[src/rtl/ssd_scan_ctl.sv]
// Scan controller for a 4-digit common-anode display with optional leading-zero blanking.
// Outputs decode registered state only, so a load shows one cycle later; there is no backpressure.
module ssd_scan_ctl #(
  parameter int REFRESH_DIV = 100000,
  parameter int CNT_W       = 17
) (
  input  logic        clk,
  input  logic        rst_n,
  input  logic [15:0] value,
  input  logic        load,
  input  logic        blank_lz,
  output logic [3:0]  bcd,
  output logic [3:0]  ssd_ctl,
  output logic [1:0]  digit_idx,
  output logic        frame
);

  localparam logic [CNT_W-1:0] CNT_LAST = CNT_W'(REFRESH_DIV - 1);

  logic [CNT_W-1:0] cnt;
  logic [1:0]       idx;
  logic [15:0]      disp_val;
  logic             lz_en;
  logic             tick;
  logic [3:0]       blank;

  assign tick = (cnt == CNT_LAST);

  always_ff @(posedge clk) begin
    if (!rst_n) begin
      cnt      <= '0;
      idx      <= 2'd0;
      disp_val <= 16'h0000;
      lz_en    <= 1'b0;
      frame    <= 1'b0;
    end else begin
      if (load) begin
        disp_val <= value;
        lz_en    <= blank_lz;
      end
      cnt   <= tick ? '0 : cnt + 1'b1;
      if (tick) idx <= idx + 2'd1;
      // Set on the wrap from the last digit, so it is high during the first slot of the next scan.
      frame <= tick && (idx == 2'd3);
    end
  end

  // A digit is blanked only when it and every digit to its left are zero; digit 0 always shows.
  always_comb begin
    blank    = 4'b0000;
    blank[3] = lz_en && (disp_val[15:12] == 4'd0);
    blank[2] = lz_en && (disp_val[15:8]  == 8'd0);
    blank[1] = lz_en && (disp_val[15:4]  == 12'd0);
  end

  always_comb begin
    bcd = disp_val[3:0];
    case (idx)
      2'd0:    bcd = disp_val[3:0];
      2'd1:    bcd = disp_val[7:4];
      2'd2:    bcd = disp_val[11:8];
      default: bcd = disp_val[15:12];
    endcase
  end

  assign digit_idx = idx;
  assign ssd_ctl   = blank[idx] ? 4'b1111 : ~(4'b0001 << idx);

endmodule

[config.mk]
export PLATFORM = sky130hd
export DESIGN_NAME = ssd_scan_ctl
export DESIGN_NICKNAME = d
export VERILOG_FILES = /design/src/rtl/ssd_scan_ctl.sv
export SDC_FILE = /design/constraint.sdc
export NUM_CORES = 1
export LEC_CHECK = 0
export CELL_PAD_IN_SITES_DETAIL_PLACEMENT = 0
export CELL_PAD_IN_SITES_GLOBAL_PLACEMENT = 2
export CORE_UTILIZATION = 34
export DETAILED_ROUTE_END_ITERATION = 10
export GPL_TIMING_DRIVEN = 0
export PLACE_DENSITY_LB_ADDON = 0.1
export SETUP_SLACK_MARGIN = 0.05
export SYNTH_ARGS = -nofsm -noshare
export SYNTH_HDL_FRONTEND = slang
export SYNTH_SLANG_ARGS = --single-unit
[constraint.sdc]
create_clock -name clk -period 2.9 [get_ports clk]
set_input_delay 0.435 -clock clk [delete_from_list [all_inputs] [get_ports clk]]
set_output_delay 0.435 -clock clk [all_outputs]
set_load 0.01 [all_outputs]
==> results_dict.tcl <==
set metrics [dict create \
    portBuffers 29 \
    regArea_sq_um 741 \
    synth_fa_ha_area_frac 0.0428 \
    ys_warn_count 0 \
    multi_input_area_sq_um 932 \
    critPathLaunchType "flip-flop" \
    overflow 0 \
    final_hold_viol_count 0 \
    cap_violations 0 \
    die_h_um 73.8 \
    grt_max_degree 11 \
    path_clk_slew_ps 70 \
    max_freq_mhz 385 \
    rsz0062_at_grt "no" \
    cts_made_buffers 5 \
    cp.arrival_ps 2160 \
    slew_headroom 0.655 \
    route.detailed.drc 0 \
    syn_nets 210 \
    synth_top_area_share 0.423 \
    synth_cells 184 \
    core_sq_um 4850 \
    min_period_ps 2600 \
    synth_top_family_by_area "simple AND/OR/NAND/NOR gates" \
    gp_congestion 0.839 \
    synth_area_sq_um 1750 \
    final_antenna_net_count 0 \
    yosysTopAreaCell "dfxtp_1" \
    diodes 0 \
    post_cts_buffers 0 \
    cts-root-buf "clkbuf_8" \
    antenna_found_initial 0 \
    nFillCells 491 \
    status "complete, no violations" \
    path_class "reg2out" \
    synth_area_leaders "dfxtp_1 (42%), mux2i_1 (13%), nor2b_1 (6.8%)" \
    via_per_inst 4.85 \
    die_w_um 73.8 \
    fin_nets 246 \
    yosys.area_share.xor_xnor 0.0749 \
    synth_compound_area_frac 0.0378 \
    clock_latency_ps 280 \
    power.density_nw_per_um2 447 \
    vdd_drop_max_v 0.000214 \
    dieArea_sq_um 5450 \
    grt_use_total 0.158 \
    hold_buffers 0 \
    firstDrtPassIters 4 \
    post-place-ws_ps 616 \
    fin_skew_ps 3.96 \
    htree_num_levels 2 \
    p_leak_nw 0.786 \
    hold_class "reg2reg" \
    crit_fanout 7 \
    vias 1393 \
    grt_pass1_vias 1373 \
    cp.required_ps 2470 \
    finalSetupViolations 0 \
    cts_tree "built" \
    cts.repair.resized 0 \
    syn_avg_cell_area_sq_um 9.53 \
    tightest_slew_ps 517 \
    synth-simple-area-share 0.251 \
    yosysSeqAreaShare 0.423 \
    area_delta_synth_final_pct 26.3 \
    critPathCaptureType "output port" \
    start_util 0.362 \
    finalCritPeriodShare 0.896 \
    clk_path_buf_depth 2 \
    slew_viol_final 0 \
    grt_pass1_wl_um 6380 \
    io_pins 31 \
    dp_hpwl_um 2890 \
    synth_mux_area_frac 0.126 \
    synthDistinctLibCells 31 \
    synth_edf_count 0 \
    wirelength_um 3790 \
    drive_above_1_share 0.0545 \
    fin_tns_setup_ps 0 \
    ys_ff_latch 37 \
    synth_most_common_cell "dfxtp_1" \
    synthArstFlopShare 0 \
    rows 25 \
    fin_ws_ps 302 \
    ys.flop_type "dfxtp_1" \
    clkSinkCount 37 \
    synth_commonest_cells "dfxtp_1 (37), mux2i_1 (22), nor2b_1 (19)" \
    drt_iter0_drc 85 \
    avgRoutedWirePerCell_um 13.2 \
]
## registers in the layout (all words and copies together) (netlist names)
| name | cells |
|---|---|
| lz_en | 1 |
| disp_val | 16 |
| digit_idx | 2 |
| cnt | 17 |
| frame | 1 |
## metrics by stage
stage	hold slack (ps)	cells	power, mW	cell area, sq um	util
4_1_cts	490	287	1.01	2210	0.457
6_report	485	287	0.990	2210	0.457
5_1_grt	553	287	1.04	2210	0.457
3_3_place_gp	461	280	0.644	2130	0.439
3_5_place_dp	474	280	0.647	2130	0.439
2_1_floorplan	437	184	0.600	1750	-
## cell families (layout without fill, tap and decap cells)
group | count (synthesis) | count (layout)
AND/OR/NAND/NOR | 78 | 78
flip-flops | 37 | 37
multiplexers | 22 | 22
buffers and inverters | 18 | 54
XOR/XNOR | 15 | 15
AO/OA/AOI/OAI | 8 | 8
adder cells (fa/ha/maj) | 6 | 6
## cells in the final DEF, fill, tap and decap left out, types with 2 or more instances in the layout
| cell | instances |
|---|---|
| inv_1 | 11 |
| nand3_1 | 6 |
| xor2_1 | 3 |
| mux2i_1 | 22 |
| dfxtp_1 | 37 |
| clkbuf_8 | 6 |
| nor2_1 | 18 |
| ha_1 | 6 |
| a222oi_1 | 4 |
| nor4_1 | 7 |
| nor2b_1 | 19 |
| or4_1 | 2 |
| clkdlybuf4s50_1 | 29 |
| nor3_1 | 4 |
| nand2_1 | 9 |
| clkbuf_1 | 4 |
| xnor2_1 | 12 |
| nand4_1 | 6 |
## power breakdown
group	internal [mW]	leakage (nW)	total (mW)	switching (mW)
combinational	0.0565	0.439	0.0924	0.0359
sequential	0.526	0.302	0.541	0.0155
clock	0.188	0.0443	0.356	0.168
total	0.771	0.786	0.990	0.219
## worst max-delay path: stages (launching register included)
cell,delay (ps)
dfxtp_1,450
inv_1,130
ha_1,280
a222oi_1,380
mux2i_1,150
clkdlybuf4s50_1,490
## routing by layer
| metal | track usage | up-vias | part of all wire |
|---|---|---|---|
| met5 | 0 | - | 0 |
| met4 | 0.0705 | 0 | 0.016 |
| met3 | 0.0439 | 6 | 0.044 |
| met2 | 0.274 | 36 | 0.50 |
| met1 | 0.180 | 647 | 0.44 |
| li1 | - | 704 | - |
## path summary, 6_finish.rpt
| kind | cells after the start | to | slack [ps] | from |
|---|---|---|---|---|
| worst max-delay path | 5 | bcd[1] | 300 | digit_idx[0] |
| worst max register to register | 7 | cnt[7] | 860 | cnt[0] |
| worst min-delay path | 1 | cnt[0] | 480 | cnt[0] |
| worst min register to register | 1 | cnt[0] | 480 | cnt[0] |
## cell type report
class	instances	share of cell area
Buffer	7	0.0175
Sequential cell	37	0.335
Multi-Input combinational cell	129	0.421
Inverter	11	0.0187
Tap cell	67	0.0379
Clock buffer	7	0.0390
Timing Repair Buffer	29	0.131
Power figures use the tool's default switching activity.
